File: config.mk
export PLATFORM = sky130hd
export DESIGN_NAME = wb_timer_slave
export DESIGN_NICKNAME = d
export VERILOG_FILES = /design/src/rtl/wb_timer_slave.sv
export SDC_FILE = /design/constraint.sdc
export NUM_CORES = 1
export LEC_CHECK = 0
export BUFFER_PORTS_ARGS = -buffer_cell sky130_fd_sc_hd__buf_4
export CORE_ASPECT_RATIO = 0.75
export CORE_MARGIN = 2
export CORE_UTILIZATION = 40
export DETAILED_ROUTE_END_ITERATION = 7
export GPL_TIMING_DRIVEN = 0
export PLACE_DENSITY = 0.68
export SYNTH_ARGS = -nofsm -noshare
export SYNTH_HDL_FRONTEND = slang
export SYNTH_SLANG_ARGS = --single-unit
File: constraint.sdc
create_clock -name clk -period 2.36 [get_ports clk]
set_input_delay 0.236 -clock clk [delete_from_list [all_inputs] [get_ports clk]]
set_output_delay 0.236 -clock clk [all_outputs]
set_load 0.02 [all_outputs]
File: src/rtl/wb_timer_slave.sv
// wb_timer_slave: Wishbone classic (B3) slave front-end for one timer register block.
// Decodes a 16-byte window at BASE_ADDR and drives the timer's simple register port.
// Partial-width writes are merged with the current register value by read-modify-write.
// Read data is registered; every accepted transfer ends with a one-cycle ack (or err).
// Optional feature macro: WB_ERR_EN -- when defined, unmapped accesses and writes to
// read-only registers terminate with wb_err_o instead of wb_ack_o.
module wb_timer_slave #(
    parameter int                ADDR_W    = 32,
    parameter logic [ADDR_W-1:0] BASE_ADDR = 32'h4000_0000,
    parameter int                NUM_REGS  = 3,
    parameter logic [3:0]        RO_MASK   = 4'b0100
) (
    input  logic              clk,
    input  logic              rst,
    input  logic              wb_cyc_i,
    input  logic              wb_stb_i,
    input  logic              wb_we_i,
    input  logic [ADDR_W-1:0] wb_adr_i,
    input  logic [31:0]       wb_dat_i,
    input  logic [3:0]        wb_sel_i,
    output logic [31:0]       wb_dat_o,
    output logic              wb_ack_o,
    output logic              wb_err_o,
    output logic              reg_we,
    output logic [1:0]        reg_addr,
    output logic [31:0]       reg_din,
    input  logic [31:0]       reg_dout
);

    typedef enum logic [1:0] {
        S_IDLE,
        S_ACCESS,
        S_MERGE,
        S_RESP
    } state_t;

    state_t state;
    state_t state_nxt;

    // Attributes of the request being serviced, latched when it is accepted.
    logic       req_we;
    logic       req_bad;
    logic [3:0] req_sel;

    // Byte offset bits are irrelevant to a word-only register block.
    logic unused_adr_bits;
    assign unused_adr_bits = ^wb_adr_i[1:0];

    // Request decode on the live bus signals (only meaningful in IDLE).
    logic [1:0] adr_idx;
    logic       req_hit;
    logic       adr_bad;

    assign adr_idx = wb_adr_i[3:2];
    assign req_hit = wb_cyc_i && wb_stb_i
                  && (wb_adr_i[ADDR_W-1:4] == BASE_ADDR[ADDR_W-1:4]);
    assign adr_bad = (int'(adr_idx) >= NUM_REGS) || (wb_we_i && RO_MASK[adr_idx]);

    // Classification of the latched request.
    logic sel_full;
    logic sel_none;
    logic sel_part;
    logic write_ok;

    assign sel_full = (req_sel == 4'hF);
    assign sel_none = (req_sel == 4'h0);
    assign sel_part = !sel_full && !sel_none;
    assign write_ok = req_we && !req_bad;

    // Byte-lane merge: selected lanes take the new data, others keep the old value.
    function automatic logic [31:0] merge_bytes(input logic [31:0] new_val,
                                                input logic [31:0] old_val,
                                                input logic [3:0]  sel);
        logic [31:0] res;
        res = old_val;
        for (int b = 0; b < 4; b++) begin
            if (sel[b]) res[8*b +: 8] = new_val[8*b +: 8];
        end
        return res;
    endfunction

    // State register.
    always_ff @(posedge clk) begin
        // NOTE: sequential state is written with non-blocking assignments only, so every
        // flop samples pre-edge values regardless of process evaluation order.
        if (rst) state <= S_IDLE;
        else     state <= state_nxt;
    end

    // Next-state logic; dropping cyc during ACCESS/MERGE abandons the transfer.
    always_comb begin
        // NOTE: default assignment first so no path through the case leaves state_nxt
        // unassigned, which would otherwise infer a latch.
        state_nxt = state;
        case (state)
            S_IDLE:   if (req_hit) state_nxt = S_ACCESS;
            S_ACCESS: begin
                if (!wb_cyc_i)                 state_nxt = S_IDLE;
                else if (write_ok && sel_part) state_nxt = S_MERGE;
                else                           state_nxt = S_RESP;
            end
            S_MERGE:  state_nxt = wb_cyc_i ? S_RESP : S_IDLE;
            S_RESP:   state_nxt = S_IDLE;
            default:  state_nxt = S_IDLE;
        endcase
    end

    // Moore outputs decoded from the state register: write strobe, ack and err pulses.
    always_comb begin
        reg_we   = ((state == S_ACCESS) && write_ok && sel_full) || (state == S_MERGE);
`ifdef WB_ERR_EN
        wb_ack_o = (state == S_RESP) && !req_bad;
        wb_err_o = (state == S_RESP) &&  req_bad;
`else
        wb_ack_o = (state == S_RESP);
        wb_err_o = 1'b0;
`endif
    end

    // Datapath: latch the request, capture read data, build the merged write word.
    always_ff @(posedge clk) begin
        if (rst) begin
            req_we   <= 1'b0;
            req_bad  <= 1'b0;
            req_sel  <= 4'h0;
            reg_addr <= 2'd0;
            reg_din  <= 32'h0;
            wb_dat_o <= 32'h0;
        end else begin
            case (state)
                S_IDLE: begin
                    if (req_hit) begin
                        req_we   <= wb_we_i;
                        req_bad  <= adr_bad;
                        req_sel  <= wb_sel_i;
                        reg_addr <= adr_idx;
                        reg_din  <= wb_dat_i;
                    end
                end
                S_ACCESS: begin
                    if (wb_cyc_i) begin
                        if (!req_we) begin
                            if (!req_bad) begin
                                wb_dat_o <= reg_dout;
                            end else begin
`ifndef WB_ERR_EN
                                wb_dat_o <= 32'h0;
`endif
                            end
                        end else if (write_ok && sel_part) begin
                            // reg_din still holds the bus write data at this point.
                            reg_din <= merge_bytes(reg_din, reg_dout, req_sel);
                        end
                    end
                end
                default: ;
            endcase
        end
    end

endmodule
==> results.ini <==
[routing]
viasPerCell=5.75
via_count=4329
drcViolationCount=0
drt_iter0_drc=286
drt_first_pass_iters=5
wl_per_cell_um=18.3
drt-total-wl_um=13800
ant_nets=0

[clock_network]
htree_levels=3
clock_latency_ns=0.34
cts_tree=done
clock-sinks=74
clockRootBuffer=clkbuf_16
cts_made_buffers=9
clkTransAtPathRegs_ns=0.06
cts_setup_buffers=0
cts_max_path_buffers=2

[sta]
layout_setup_ws_ns=0.173
relSlewSlack=0.603
slew_violations=0
period_share=0.927
worst_slew_pin_slew_ns=0.596
setup_tns_ns=0
finalClockSkew_ns=0.00576
hold_viol_final=0
finalSetupViolations=0
rsz0062_at_grt=no
max_freq_ghz=0.457
hold_ws_ns=0.143
layout_min_cycle_time_ns=2.19

[placement]
hpwl_um=10400
portBuffers=170
dp_slack_ns=0.204
gp_routability_congestion=0.884

[logic_synthesis]
synth_cells=435
synth_top_area_share=0.384
avgSynthCellArea_um2=8.88
yosys_warnings=0
ys_ff_latch=74
yosysTopAreaCell=dfxtp_1
syn_nets=540
synth_area_leaders=dfxtp_1 (38%), a22oi_1 (6.2%), nor2_1 (6.1%)
syn_area_mm2=0.00386
seq_area_frac_synth=0.384
ys_types=44

[die]
die_h_um=89.1
core-area_mm2=0.00954
io_pins=174
rows=31
die_x_um=117
initial_core_util=0.405
dieArea_mm2=0.0105

[worst_setup_path]
crit_path_max_fanout=10
reg2reg_to=reg_din[11]
r2r_cells=5
end_kind=primary output
ff2ff_setup_slack_ns=0.20
crit_arrival_ns=1.95
cp-start-kind=flip-flop
reg2reg_from=state[0]
cp.required_ns=2.12
path_class=flip-flop to primary output

[run]
maxCapViolations=0

[hold_path]
min-delay-path-class=primary input to flip-flop
holdPathEnd=wb_dat_o[0]
holdPathStages=3
min-delay-start=reg_dout[0]

[power_and_ir_drop]
p_total_mw=3.13
power.density_mw_per_mm2=553
peakVddDrop_uv=447
p_leak_nw=2.39

[grt]
track_usage=0.263
overflow=0
antenna_found_initial=0
grt_pass1_vias=4235
grt_pass1_wl_um=22100
grt_max_degree=14

[layout]
drive_above_1_share=0.353
layout_common_cells=buf_4 (177), dfxtp_1 (74), nor2_1 (63)
area_delta_synth_final_pct=46.5
layout_commonest_cell=buf_4
num_antenna_cells=0
final_nets=721

[status]
status=finished clean

-- metrics by stage --
step                utilization  area, µm²  std cells
global placement          0.556       5300        737
floorplan                     -       3860        435
CTS                       0.593       5660        753
global route              0.593       5660        753
finish                    0.593       5660        753
detailed placement        0.556       5300        737
-- routing by layer --
layer	global-route usage	wire length (µm)
met3	0.0753	1030
met4	0.0701	139
met1	0.354	6400
met5	0	0
met2	0.422	6250
-- layout make-up --
class                   count  area, µm²
flip-flops and latches     74       1480
repair buffers            170       1280
fillers                   896       3880
clock inverters             6        113
multi-input cells         314       2170
well taps                 132        165
inverters                   6       22.5
clock buffers              10        239
plain buffers              41        191
-- cells in the mapped netlist, drive strengths merged --
master   count
clkbuf      22
nand2        5
a31oi        4
a221oi      21
a211oi      21
a21oi        9
a32oi        8
inv          5
clkinv       1
a22oi       32
nand3       18
nor4        13
nor3         2
or2          1
nand4bb      1
mux2i       11
o21ai        5
o31ai        9
and4         4
buf         19
and4b        1
a211o        3
conb         1
nor2        63
a21o        21
and2         1
or4          2
and3         1
dfxtp       74
nor4b        4
or2b         3
nand2b       3
nand4       15
o311a        1
nor2b       22
o2111ai      8
nor4bb       1
-- sequential cells by signal, summed over array words and instances (netlist names) --
register  cells
reg_addr      2
reg_din      32
req_bad       1
req_sel       4
req_we        1
state         2
wb_dat_o     32
-- critical path, stage by stage (launching register included) --
cell and delay (ns):
dfxtp_1 0.30, buf_2 0.23, clkbuf_2 0.30, clkbuf_1 0.43, and2_1 0.21, buf_4 0.14
-- cell families (layout without fill, tap and decap cells) --
family | Yosys count | after routing | synth area share
other | 1 | 1 | 0.000971
buffers and inverters | 47 | 233 | 0.0551
AOI/OAI and AO/OA | 142 | 142 | 0.292
and+or+nand+nor | 160 | 160 | 0.240
muxes | 11 | 11 | 0.0285
DFF | 74 | 74 | 0.384
-- where the power goes --
| group | switching [mW] | internal, mW | leakage (nW) |
|---|---|---|---|
| clock network | 0.544 | 1.06 | 0.173 |
| registers | 0.0000000552 | 1.25 | 0.596 |
| logic | 0.117 | 0.151 | 1.63 |
-- how the worst max path moves through the flow --
stage / start / endpoint / slack, ns / cells after the start
finish: state[1] / wb_ack_o / 0.17 / 5
global route: state[0] / reg_din[10] / 0.0009 / 5
CTS: state[1] / wb_ack_o / 0.002 / 5
detailed placement: state[0] / reg_din[11] / 0.20 / 5
global placement: wb_adr_i[5] / reg_din[15] / 0.18 / 6
floorplan: state[1] / reg_din[25] / 0.71 / 6
-- timing repair --
action / 4_1_cts / 5_1_grt
resized for setup: 0 / 2
hold buffers: 0 / 0
endpoints found under the setup margin: 0 / 1
Power figures use the tool's default switching activity.
